File: config.mk
export PLATFORM = sky130hd
export DESIGN_NAME = inst_queue_flat
export DESIGN_NICKNAME = d
export VERILOG_FILES = /design/src/rtl/inst_queue_if.sv /design/src/rtl/inst_queue.sv /design/src/flat_wrapper.sv
export SDC_FILE = /design/constraint.sdc
export NUM_CORES = 1
export LEC_CHECK = 0
export CORE_ASPECT_RATIO = 1.1
export CORE_UTILIZATION = 46
export CTS_BUF_LIST = sky130_fd_sc_hd__clkbuf_2
export CTS_CLUSTER_SIZE = 30
export DETAILED_ROUTE_END_ITERATION = 12
export PLACE_DENSITY = 0.69
export SYNTH_ARGS = -nofsm -noshare
export SYNTH_HDL_FRONTEND = slang
export SYNTH_SLANG_ARGS = --single-unit
File: constraint.sdc
create_clock -name clk -period 12.2 [get_ports clk]
set_input_delay 1.22 -clock clk [delete_from_list [all_inputs] [get_ports clk]]
set_output_delay 1.22 -clock clk [all_outputs]
set_load 0.02 [all_outputs]
File: src/rtl/inst_queue_if.sv
// Fetch-to-decode instruction queue bus.
// slave: queue side; master: fetch/decode side.
interface inst_queue_if #(
  parameter int DEPTH = 16
);
  localparam int CW = $clog2(DEPTH) + 1;

  logic          flush;
  logic          if_valid;
  logic [31:0]   if_pc;
  logic [31:0]   if_inst;
  logic          full;
  logic          out_valid;
  logic [31:0]   out_pc;
  logic [31:0]   out_inst;
  logic          out_ready;
  logic [CW-1:0] count;
  logic          ovf;

  modport slave (
    input  flush, if_valid, if_pc, if_inst,
    input  out_ready,
    output full, out_valid, out_pc, out_inst,
    output count, ovf
  );

  modport master (
    output flush, if_valid, if_pc, if_inst,
    output out_ready,
    input  full, out_valid, out_pc, out_inst,
    input  count, ovf
  );
endinterface

File: src/rtl/inst_queue.sv
// Instruction FIFO between fetch return and decode.
// Ports: clk, rst (async high), q (inst_queue_if.slave).
module inst_queue #(
  parameter int DEPTH     = 16,
  parameter int SLACK     = 2,
  parameter int FLUSH_LAT = 2
) (
  input logic        clk,
  input logic        rst,
  inst_queue_if.slave q
);
  localparam int AW = $clog2(DEPTH);
  localparam int CW = AW + 1;

  typedef struct packed {
    logic [31:0] pc;
    logic [31:0] inst;
  } entry_t;

  entry_t        mem [DEPTH];
  entry_t        head;
  logic [AW-1:0] rd_ptr;
  logic [AW-1:0] wr_ptr;
  logic [CW-1:0] cnt;
  logic [3:0]    disc_cnt;
  logic          ovf_q;
  logic          pop;
  logic          push_req;
  logic          push;

  assign pop      = (cnt != '0) & q.out_ready
                  & ~q.flush;
  assign push_req = q.if_valid & ~q.flush
                  & (disc_cnt == 4'd0);
  // A full queue still accepts when a pop
  // frees the head slot in the same cycle.
  assign push     = push_req
                  & ((cnt < CW'(DEPTH)) | pop);

  always_ff @(posedge clk or posedge rst) begin
    if (rst) begin
      cnt      <= '0;
      rd_ptr   <= '0;
      wr_ptr   <= '0;
      disc_cnt <= '0;
      ovf_q    <= 1'b0;
    end else begin
      if (push_req & ~push)
        ovf_q <= 1'b1;
      if (q.flush) begin
        cnt      <= '0;
        rd_ptr   <= '0;
        wr_ptr   <= '0;
        disc_cnt <= 4'(FLUSH_LAT);
      end else begin
        cnt <= cnt + CW'(push) - CW'(pop);
        if (push)
          wr_ptr <= wr_ptr + AW'(1);
        if (pop)
          rd_ptr <= rd_ptr + AW'(1);
        if (disc_cnt != 4'd0)
          disc_cnt <= disc_cnt - 4'd1;
      end
    end
  end

  // Payload storage survives flush and reset;
  // only pointers and count define contents.
  always_ff @(posedge clk) begin
    if (push)
      mem[wr_ptr] <= '{pc: q.if_pc,
                       inst: q.if_inst};
  end

  assign head        = mem[rd_ptr];
  assign q.out_valid = (cnt != '0);
  assign q.out_pc    = q.out_valid ? head.pc
                                   : 32'h0;
  assign q.out_inst  = q.out_valid ? head.inst
                                   : 32'h0;
  assign q.full      = (cnt >= CW'(DEPTH - SLACK));
  assign q.count     = cnt;
  assign q.ovf       = ovf_q;
endmodule

File: src/flat_wrapper.sv
// flat-port wrapper written by rule: the top's interface ports become plain ports
module inst_queue_flat 
#(
  parameter int DEPTH     = 16,
  parameter int SLACK     = 2,
  parameter int FLUSH_LAT = 2
)
  (clk, rst, q_flush, q_if_valid, q_if_pc, q_if_inst, q_out_ready, q_full, q_out_valid, q_out_pc, q_out_inst, q_count, q_ovf);
  inst_queue_if #(.DEPTH(DEPTH)) q_i ();
  input logic clk;
  input logic rst;
  input wire logic [$bits(q_i.flush)-1:0] q_flush;
  input wire logic [$bits(q_i.if_valid)-1:0] q_if_valid;
  input wire logic [$bits(q_i.if_pc)-1:0] q_if_pc;
  input wire logic [$bits(q_i.if_inst)-1:0] q_if_inst;
  input wire logic [$bits(q_i.out_ready)-1:0] q_out_ready;
  output wire logic [$bits(q_i.full)-1:0] q_full;
  output wire logic [$bits(q_i.out_valid)-1:0] q_out_valid;
  output wire logic [$bits(q_i.out_pc)-1:0] q_out_pc;
  output wire logic [$bits(q_i.out_inst)-1:0] q_out_inst;
  output wire logic [$bits(q_i.count)-1:0] q_count;
  output wire logic [$bits(q_i.ovf)-1:0] q_ovf;
  assign q_i.flush = q_flush;
  assign q_i.if_valid = q_if_valid;
  assign q_i.if_pc = q_if_pc;
  assign q_i.if_inst = q_if_inst;
  assign q_i.out_ready = q_out_ready;
  assign q_full = q_i.full;
  assign q_out_valid = q_i.out_valid;
  assign q_out_pc = q_i.out_pc;
  assign q_out_inst = q_i.out_inst;
  assign q_count = q_i.count;
  assign q_ovf = q_i.ovf;
  inst_queue #(.DEPTH(DEPTH), .SLACK(SLACK), .FLUSH_LAT(FLUSH_LAT)) u_core (.clk(clk), .rst(rst), .q(q_i));
endmodule
==> flow_metrics.env, run 1 <==
export IMPL_status="finished, final reports clean"
export IMPL_required_ns=10.98
export IMPL_dp_cells=3129
export IMPL_drtPass1Iterations=8
export IMPL_core_area_um2=86700
export IMPL_multi_input_area_um2=8670
export IMPL_endpoint_kind="primary output"
export IMPL_grt_total_usage_pct=21.1
export IMPL_critPathArrivalTime_ns=5.67
export IMPL_r2r_start="u_core.disc_cnt[0]$_DFFE_PP0P_"
export IMPL_avgSynthCellArea_um2=21.1
export IMPL_die_h_um=313
export IMPL_insertion_delay_ns=1.49
export IMPL_switching_share_pct=30.9
export IMPL_clkPwrFrac_pct=25.2
export IMPL_ys_types=41
export IMPL_cap_viol_max_count=0
export IMPL_power_mw=8.48
export IMPL_internal_power_mw=5.86
export IMPL_p_per_area_nw_per_um2=188
export IMPL_final_antenna_net_count=0
export IMPL_min_path_type="primary input to asynchronous set/reset pin"
export IMPL_cts_tree="built"
export IMPL_area_growth_synth_to_final_pct=11.8
export IMPL_routed_wl_um=93100
export IMPL_post_cts_buffers=0
export IMPL_synthTopCellsByArea="edfxtp_1 76%, mux4_2 11%, mux2i_1 3.2%"
export IMPL_drc_errors=0
export IMPL_synth_seq_area_share_pct=77.2
export IMPL_cts_resized_gates=0
export IMPL_fin_crit_sh_pct=56.4
export IMPL_netlist_area_um2=40400
export IMPL_combPwrFrac_pct=27.4
export IMPL_vias=20341
export IMPL_num_fill_cells=6856
export IMPL_synth_edf_count=1024
export IMPL_clock_sinks=1042
export IMPL_grt_pass1_vias=21478
export IMPL_cp_num_cells=7
export IMPL_first_iter_violations=1880
export IMPL_pwr_share_seq_pct=47.4
export IMPL_cpMostUsedCell="buf_4"
export IMPL_cts_htree_levels=4
export IMPL_reg2reg_depth=7
export IMPL_numPortBuffers=140
export IMPL_layout_commonest_cell="edfxtp_1"
export IMPL_timing_final_max_slew_violations=0
export IMPL_antenna_found_initial=10
export IMPL_synth_top_cell_by_area="edfxtp_1"
export IMPL_setup_tns_ns=0
export IMPL_p_switching_mw=2.62
export IMPL_syn_num_nets=2003
export IMPL_syn_inst=1918
export IMPL_tightest_slew_ns=1.13
export IMPL_die_w_um=285
export IMPL_initial_core_util_pct=46.6
export IMPL_clock_root_buffer="clkbuf_2"
export IMPL_slew_headroom_pct=24.5
export IMPL_fp_dieArea_um2=89100
export IMPL_grt_pass1_wl_um=137000
export IMPL_synth_top_cell_area_share_pct=76.1
export IMPL_grt_max_degree=143
export IMPL_ys_seq_elements=1042
export IMPL_path_class="register to primary output"
export IMPL_cp_cell_sequence="buf_4 > nor2b_4 > buf_4 > a22oi_1 > a22oi_2 > o211ai_1 > clkdlybuf4s50_1"
export IMPL_crit_slowest_cell="buf_4"
export IMPL_cts_buffers=241
export IMPL_overflow=0
export IMPL_clockBufferDepth=3
export IMPL_fin_util_pct=52.1
export IMPL_fin_cells=3549
export IMPL_worstReg2RegEnd="u_core.mem[6][4]$_DFFE_PP_"
export IMPL_synth_async_reset_ratio_pct=1.73
export IMPL_irDropWorstVdd_v=0.000180
export IMPL_cts_hold_buf=0
export IMPL_reg2reg_slack_ns=8.16
export IMPL_crit_path_max_fanout=45
export IMPL_synth_top_flop_cell="edfxtp_1"
export IMPL_timing_final_hold_violations=0
export IMPL_whs_ns=0.206
export IMPL_wl_per_cell_um=26.2
export IMPL_regArea_um2=31200
export IMPL_critPathMaxStageDelay_ns=0.82
export IMPL_place_gp_congestion=0.722
export IMPL_finalCriticalPeriod_ns=6.89
export IMPL_drive_gt1_share_pct=27.7
export IMPL_skew_ns=0.108
export IMPL_routed_via_density=5.73
export IMPL_final_cell_mix="1024 x edfxtp_1, 346 x clkbuf_2, 191 x mux4_2"
export IMPL_worst_path_buf_inv=3
export IMPL_setup_viol=0
export IMPL_row_count=113
export IMPL_layout_nets=2307
export IMPL_p_leak_nw=14.2
export IMPL_dp_hpwl_um=45600
export IMPL_path_delay_family="buffers and inverters"
export IMPL_synth_warnings=0
export IMPL_fmax_mhz=145
export IMPL_setup_worst_path_start_class="register"
export IMPL_ios=141
export IMPL_clk_pin_slew_ns=0.12
export IMPL_rsz0062_at_grt="false"
[worst register-to-register path, delay by kind of cell (launching register included)]
kind,cells,cell delay (ns)
simple gates,4,1.99
fa+ha+maj,1,0.24
buf+inv,2,1.03
flops,1,0.39
[worst max-delay path by stage]
stage | startpoint | end
after floorplan | q_if_valid | u_core.mem[4][0]$_DFFE_PP_
after global placement | u_core.rd_ptr[2]$_DFFE_PP0P_ | q_out_inst[13]
after detailed placement | u_core.rd_ptr[2]$_DFFE_PP0P_ | q_out_inst[13]
after CTS | u_core.rd_ptr[2]$_DFFE_PP0P_ | q_out_inst[13]
after global routing | u_core.rd_ptr[2]$_DFFE_PP0P_ | q_out_inst[13]
final | u_core.rd_ptr[2]$_DFFE_PP0P_ | q_out_inst[23]
[per-stage QoR]
stage                     instance area, µm²  setup WS [ns]
after floorplan                        40400           7.18
after global placement                 43100           6.86
after detailed placement               43100           6.81
after CTS                              45200           5.16
after global routing                   45200           5.15
final                                  45200           5.31
[metal layers]
metal	routed length (µm)	global-route usage (%)	vias to the layer above
li1	-	-	8761
met1	36700	26.7	10639
met2	48200	35.9	778
met3	6120	4.61	151
met4	2020	7.75	12
met5	85	0	-
[power by group through the flow]
stage          combinational (mW)  clock [mW]  sequential [mW]
2_1_floorplan                1.61           0             4.06
3_3_place_gp                 2.33           0             4.10
3_5_place_dp                 2.35           0             4.11
4_1_cts                      2.36        2.21             4.02
5_1_grt                      2.48        2.37             4.03
6_report                     2.32        2.14             4.02
[cells in the mapped netlist (4+ instances only)]
library cell / count
clkbuf_1: 48
buf_4: 4
inv_1: 19
a22oi_2: 50
dfrtp_1: 18
mux4_2: 191
nor2_1: 20
a21oi_1: 5
buf_6: 10
nand3_1: 71
o211ai_1: 63
xor2_1: 4
mux2i_1: 131
ha_1: 15
edfxtp_1: 1024
nand2_1: 71
a22oi_1: 76
and2_1: 12
buf_1: 4
nor3_1: 6
xnor2_1: 5
buf_2: 44
[flip-flops by register name, indices dropped and copies added, names as in the netlist]
signal           cells
u_core.disc_cnt      4
u_core.mem        1024
u_core.q.count       5
u_core.q.ovf         1
u_core.wr_ptr        4
u_core.rd_ptr        4
[final cells by class]
type | instances | area share [%]
Tap cell | 1150 | 3.18
Multi-Input combinational cell | 747 | 19.2
Inverter | 19 | 0.158
Timing Repair Buffer | 171 | 3.70
Sequential cell | 1042 | 69.1
Clock buffer | 346 | 3.83
Clock inverter | 70 | 0.850
Antenna cell | 4 | 0.0221
[cell families (layout without fill, tap and decap cells)]
logic type / after synthesis / after routing / synth area share, %
compound gates: 200 / 200 / 4.29
xor+xnor: 9 / 9 / 0.195
fa+ha+maj: 16 / 16 / 0.514
buf+inv: 129 / 606 / 1.56
flops: 1042 / 1042 / 77.2
mux: 324 / 324 / 13.9
other cells: 0 / 4 / 0
simple gates: 198 / 198 / 2.33
Power figures use the tool's default switching activity.
==> inputs of run 2 (changes only) <==
--- a/config.mk
+++ b/config.mk
@@ -10,7 +10,7 @@
 export CTS_BUF_LIST = sky130_fd_sc_hd__clkbuf_2
 export CTS_CLUSTER_SIZE = 30
 export DETAILED_ROUTE_END_ITERATION = 12
-export PLACE_DENSITY = 0.69
+export PLACE_DENSITY = 0.71
 export SYNTH_ARGS = -nofsm -noshare
 export SYNTH_HDL_FRONTEND = slang
 export SYNTH_SLANG_ARGS = --single-unit
==> constraint.sdc (replaced) <==
create_clock -name clk -period 6.3 [get_ports clk]
set_input_delay 0.63 -clock clk [delete_from_list [all_inputs] [get_ports clk]]
set_output_delay 0.63 -clock clk [all_outputs]
set_load 0.02 [all_outputs]
==> flow_metrics.env, run 2 (synthesized netlist as in run 1, its figures left out) <==
export IMPL_reg2reg_depth=7
export IMPL_p_per_area_nw_per_um2=359
export IMPL_drive_gt1_share_pct=26.7
export IMPL_area_growth_synth_to_final_pct=13.7
export IMPL_grt_pass1_wl_um=136000
export IMPL_dp_hpwl_um=47700
export IMPL_setup_worst_path_start_class="register"
export IMPL_clk_pin_slew_ns=0.11
export IMPL_largest_reg_flops=1024
export IMPL_fin_util_pct=53.0
export IMPL_endpoint_kind="primary output"
export IMPL_irDropWorstVdd_v=0.000267
export IMPL_fin_crit_sh_pct=95.3
export IMPL_layout_nets=2378
export IMPL_antenna_found_initial=6
export IMPL_drc_errors=0
export IMPL_crit_path_max_fanout=54
export IMPL_core_area_um2=86700
export IMPL_routed_via_density=5.69
export IMPL_fmax_mhz=167
export IMPL_setup_viol=0
export IMPL_vias=20525
export IMPL_finalCriticalPeriod_ns=6.01
export IMPL_whs_ns=0.155
export IMPL_clock_sinks=1042
export IMPL_final_antenna_net_count=0
export IMPL_grt_total_usage_pct=20.8
export IMPL_clock_root_buffer="clkbuf_2"
export IMPL_path_class="register to primary output"
export IMPL_overflow=0
export IMPL_tightest_slew_ns=1.23
export IMPL_dp_cells=3139
export IMPL_cts_buffers=233
export IMPL_skew_ns=0.0757
export IMPL_grt_pass1_vias=21946
export IMPL_cts_htree_levels=4
export IMPL_worstReg2RegEnd="u_core.mem[3][60]$_DFFE_PP_"
export IMPL_numPortBuffers=140
export IMPL_ios=141
export IMPL_status="finished, final reports clean"
export IMPL_clockBufferDepth=3
export IMPL_critPathArrivalTime_ns=5.38
export IMPL_row_count=113
export IMPL_layout_commonest_cell="edfxtp_1"
export IMPL_place_gp_congestion=0.779
export IMPL_p_leak_nw=14.5
export IMPL_wl_per_cell_um=25.4
export IMPL_drtPass1Iterations=5
export IMPL_routed_wl_um=91800
export IMPL_final_cell_mix="1024 x edfxtp_1, 328 x clkbuf_2, 191 x mux4_2"
export IMPL_fp_dieArea_um2=89100
export IMPL_cts_tree="built"
export IMPL_first_iter_violations=1553
export IMPL_insertion_delay_ns=1.47
export IMPL_r2r_start="u_core.disc_cnt[0]$_DFFE_PP0P_"
export IMPL_die_w_um=285
export IMPL_cap_viol_max_count=0
export IMPL_regArea_um2=31200
export IMPL_die_h_um=313
export IMPL_timing_final_max_slew_violations=0
export IMPL_multi_input_area_um2=8670
export IMPL_fin_cells=3609
export IMPL_min_path_type="primary input to asynchronous set/reset pin"
export IMPL_post_cts_buffers=0
export IMPL_initial_core_util_pct=46.6
export IMPL_timing_final_hold_violations=0
export IMPL_registers_top_by_ff_count="u_core.mem"
export IMPL_num_fill_cells=6716
export IMPL_setup_tns_ns=0
export IMPL_grt_max_degree=145
export IMPL_rsz0062_at_grt="false"
export IMPL_reg2reg_slack_ns=2.33
export IMPL_slew_headroom_pct=17.8
export IMPL_required_ns=5.67
run 2: changes by cell type in the layout (fill, tap and decap cells not counted), moves of 2 or more:
cell and change:
buf_4 +5, inv_2 -2, buf_12 +5, clkinv_2 -2
dlygate4sd3_1 +69, clkbuf_2 -18
run 2: how the worst max path moves through the flow:
stage | end | cells past startpoint | start
floorplan | u_core.mem[4][0]$_DFFE_PP_ | 6 | u_core.disc_cnt[0]$_DFFE_PP0P_
global placement | q_out_inst[28] | 6 | u_core.rd_ptr[1]$_DFFE_PP0P_
detailed placement | q_out_inst[13] | 6 | u_core.rd_ptr[1]$_DFFE_PP0P_
CTS | q_out_inst[13] | 6 | u_core.rd_ptr[1]$_DFFE_PP0P_
global route | q_out_inst[13] | 6 | u_core.rd_ptr[1]$_DFFE_PP0P_
finish | q_out_inst[23] | 6 | u_core.rd_ptr[1]$_DFFE_PP0P_
run 2: per-stage QoR:
stage | area [µm²] | total power, mW | setup WS (ns)
after floorplan | 40400 | 11.0 | 1.85
after global placement | 43200 | 12.5 | 1.86
after detailed placement | 43200 | 12.6 | 1.80
after CTS | 45900 | 16.7 | 0.116
after global routing | 46000 | 17.2 | 0.0296
final | 46000 | 16.5 | 0.294
run 2: timing repair:
item,in CTS,in global routing
gates resized for setup,0,0
hold endpoints to repair,970,0
hold buffers,69,0
endpoints found under the setup margin,0,0
run 2: worst max-delay path: stages, from the launching register on:
cell and delay [ns]:
dfrtp_4 1.00, nor2b_4 1.02, buf_4 0.56, a22oi_1 0.22, a22oi_2 0.23, o211ai_1 0.18, clkdlybuf4s50_1 0.62
run 2: cell type report:
| type | count | area share [%] |
|---|---|---|
| Sequential cell | 1042 | 67.9 |
| Multi-Input combinational cell | 747 | 18.9 |
| Timing Repair Buffer | 250 | 5.44 |
| Clock buffer | 328 | 3.57 |
| Tap cell | 1150 | 3.13 |
| Clock inverter | 68 | 0.888 |
| Inverter | 19 | 0.155 |
| Antenna cell | 5 | 0.0272 |
run 2: layer usage:
| metal | routed length [µm] | vias up | GRT usage [%] |
|---|---|---|---|
| li1 | - | 8880 | - |
| met1 | 36500 | 10729 | 26.2 |
| met2 | 47900 | 783 | 36.0 |
| met3 | 5740 | 133 | 4.28 |
| met4 | 1680 | 0 | 6.83 |
| met5 | 0 | - | 0 |
run 2: power by group:
group          total, mW  switching (mW)  internal [mW]
sequential          7.83           0.160           7.67
combinational       4.56            2.41           2.15
clock               4.10            2.53           1.57
total               16.5            5.09           11.4
==> inputs of run 3 (changes only) <==
--- a/config.mk
+++ b/config.mk
@@ -6,11 +6,12 @@
 export NUM_CORES = 1
 export LEC_CHECK = 0
 export CORE_ASPECT_RATIO = 1.1
-export CORE_UTILIZATION = 46
+export CORE_UTILIZATION = 59
 export CTS_BUF_LIST = sky130_fd_sc_hd__clkbuf_2
 export CTS_CLUSTER_SIZE = 30
 export DETAILED_ROUTE_END_ITERATION = 12
-export PLACE_DENSITY = 0.71
+export DONT_BUFFER_PORTS = 1
+export PLACE_DENSITY = 0.84
 export SYNTH_ARGS = -nofsm -noshare
 export SYNTH_HDL_FRONTEND = slang
 export SYNTH_SLANG_ARGS = --single-unit
==> flow_metrics.env, run 3 (synthesized netlist as in run 1, its figures left out) <==
export IMPL_cts_resized_gates=0
export IMPL_min_to="u_core.mem[12][25]$_DFFE_PP_"
export IMPL_crit_path_max_fanout=62
export IMPL_min_path_type="primary input to register"
export IMPL_grt_max_degree=137
export IMPL_final_antenna_net_count=0
export IMPL_wl_per_cell_um=27.1
export IMPL_drc_errors=0
export IMPL_internal_power_mw=10.8
export IMPL_routed_wl_um=88600
export IMPL_reg2reg_slack_ns=2.26
export IMPL_core_area_um2=67700
export IMPL_dp_cells=2760
export IMPL_registers_top_by_ff_count="u_core.mem"
export IMPL_required_ns=5.67
export IMPL_irDropWorstVdd_v=0.000233
export IMPL_slew_headroom_pct=13.0
export IMPL_reg2reg_depth=7
export IMPL_setup_worst_path_start_class="register"
export IMPL_final_cell_mix="1024 x edfxtp_1, 340 x clkbuf_2, 191 x mux4_2"
export IMPL_fmax_mhz=181
export IMPL_skew_ns=0.0710
export IMPL_finalCriticalPeriod_ns=5.53
export IMPL_insertion_delay_ns=1.43
export IMPL_cts_htree_levels=4
export IMPL_largest_reg_flops=1024
export IMPL_p_per_area_nw_per_um2=352
export IMPL_grt_total_usage_pct=26.2
export IMPL_cts_tree="built"
export IMPL_status="finished, final reports clean"
export IMPL_worstReg2RegEnd="u_core.mem[0][50]$_DFFE_PP_"
export IMPL_combPwrFrac_pct=24.6
export IMPL_tightest_slew_ns=1.30
export IMPL_first_iter_violations=2099
export IMPL_clock_root_buffer="clkbuf_2"
export IMPL_setup_tns_ns=0
export IMPL_p_switching_mw=4.94
export IMPL_fin_crit_sh_pct=87.8
export IMPL_r2r_start="u_core.disc_cnt[0]$_DFFE_PP0P_"
export IMPL_die_w_um=252
export IMPL_row_count=100
export IMPL_die_h_um=277
export IMPL_antenna_found_initial=8
export IMPL_p_leak_nw=14.1
export IMPL_setup_viol=0
export IMPL_cap_viol_max_count=0
export IMPL_hold_path_cell_count=1
export IMPL_initial_core_util_pct=59.7
export IMPL_grt_pass1_vias=21944
export IMPL_numPortBuffers=0
export IMPL_clkPwrFrac_pct=25.4
export IMPL_dp_hpwl_um=45200
export IMPL_layout_nets=2262
export IMPL_fp_dieArea_um2=69600
export IMPL_clock_sinks=1042
export IMPL_path_class="register to primary output"
export IMPL_rsz0062_at_grt="false"
export IMPL_layout_commonest_cell="edfxtp_1"
export IMPL_pwr_share_seq_pct=50.0
export IMPL_holdCritStartpoint="q_if_inst[25]"
export IMPL_timing_final_hold_violations=0
export IMPL_whs_ns=0.156
export IMPL_endpoint_kind="primary output"
export IMPL_num_fill_cells=4342
export IMPL_ios=141
export IMPL_grt_pass1_wl_um=132000
export IMPL_overflow=0
export IMPL_critPathArrivalTime_ns=4.90
export IMPL_timing_final_max_slew_violations=0
export IMPL_vias=20564
export IMPL_switching_share_pct=31.5
export IMPL_cts_buffers=226
export IMPL_fin_cells=3274
export IMPL_area_growth_synth_to_final_pct=10.2
export IMPL_drive_gt1_share_pct=27.9
export IMPL_clockBufferDepth=3
export IMPL_drtPass1Iterations=5
export IMPL_routed_via_density=6.28
export IMPL_place_gp_congestion=0.771
export IMPL_clk_pin_slew_ns=0.12
[run 3: cell types whose count changed in the layout (fill, tap and decap cells not counted), moves of 3 or more]
| cell | change |
|---|---|
| clkbuf_2 | +12 |
| bufinv_16 | -3 |
| dlygate4sd3_1 | +38 |
| inv_6 | +3 |
| clkinv_1 | -3 |
| clkinv_4 | +3 |
| buf_4 | -7 |
| clkdlybuf4s50_1 | -140 |
[run 3: per-layer routing]
layer,track usage [%],vias up,routed length [µm]
met2,43.2,1147,45200
met4,10.8,8,2870
met3,7.21,192,7950
met5,0,-,51
met1,32.8,10554,32500
li1,-,8663,-
[run 3: timing repair]
item	4_1_cts	5_1_grt
hold endpoints to repair	1413	0
buffers inserted	0	0
hold buffers	107	0
[run 3: worst max-delay path, cell delays in order (launching register included)]
cell	delay (ns)
dfrtp_4	0.83
nor2_4	1.15
buf_4	0.63
a22oi_1	0.22
a22oi_2	0.27
o211ai_1	0.35
[run 3: how the worst max path moves through the flow]
stage	to	slack, ns	start	cells after the start
after floorplan	u_core.mem[4][0]$_DFFE_PP_	1.85	u_core.disc_cnt[0]$_DFFE_PP0P_	6
after global placement	q_out_inst[28]	2.27	u_core.q.count[2]$_DFF_PP0_	7
after detailed placement	q_out_inst[10]	2.22	u_core.rd_ptr[1]$_DFFE_PP0P_	5
after CTS	q_out_inst[28]	0.61	u_core.q.count[2]$_DFF_PP0_	7
after global routing	q_out_inst[28]	0.51	u_core.q.count[2]$_DFF_PP0_	7
final	q_out_pc[29]	0.77	u_core.rd_ptr[1]$_DFFE_PP0P_	5
[run 3: cell type report]
class,count,area (µm²),area share (%)
antenna,4,10.0,0.0225
clock buffer,340,1700,3.82
clock inverter,63,319,0.716
inverter,19,71.3,0.160
multi-input combinational,747,8670,19.5
sequential,1042,31200,70.0
tap,918,1150,2.58
timing repair buffer,141,1430,3.20
[run 3: power by group through the flow]
stage / combinational [mW] / sequential (mW) / clock [mW]
global placement: 3.64 / 8.00 / 0
global route: 4.10 / 7.87 / 4.40
floorplan: 3.11 / 7.87 / 0
finish: 3.86 / 7.85 / 3.99
detailed placement: 3.73 / 8.01 / 0
CTS: 3.89 / 7.85 / 4.07
[run 3: metrics by stage]
stage | total power [mW] | setup slack [ns] | area [µm²] | util [%]
global route | 16.4 | 0.510 | 44600 | 65.8
finish | 15.7 | 0.767 | 44600 | 65.8
floorplan | 11.0 | 1.85 | 40400 | -
CTS | 15.8 | 0.613 | 44600 | 65.8
detailed placement | 11.7 | 2.22 | 41500 | 61.3
global placement | 11.6 | 2.27 | 41500 | 61.3
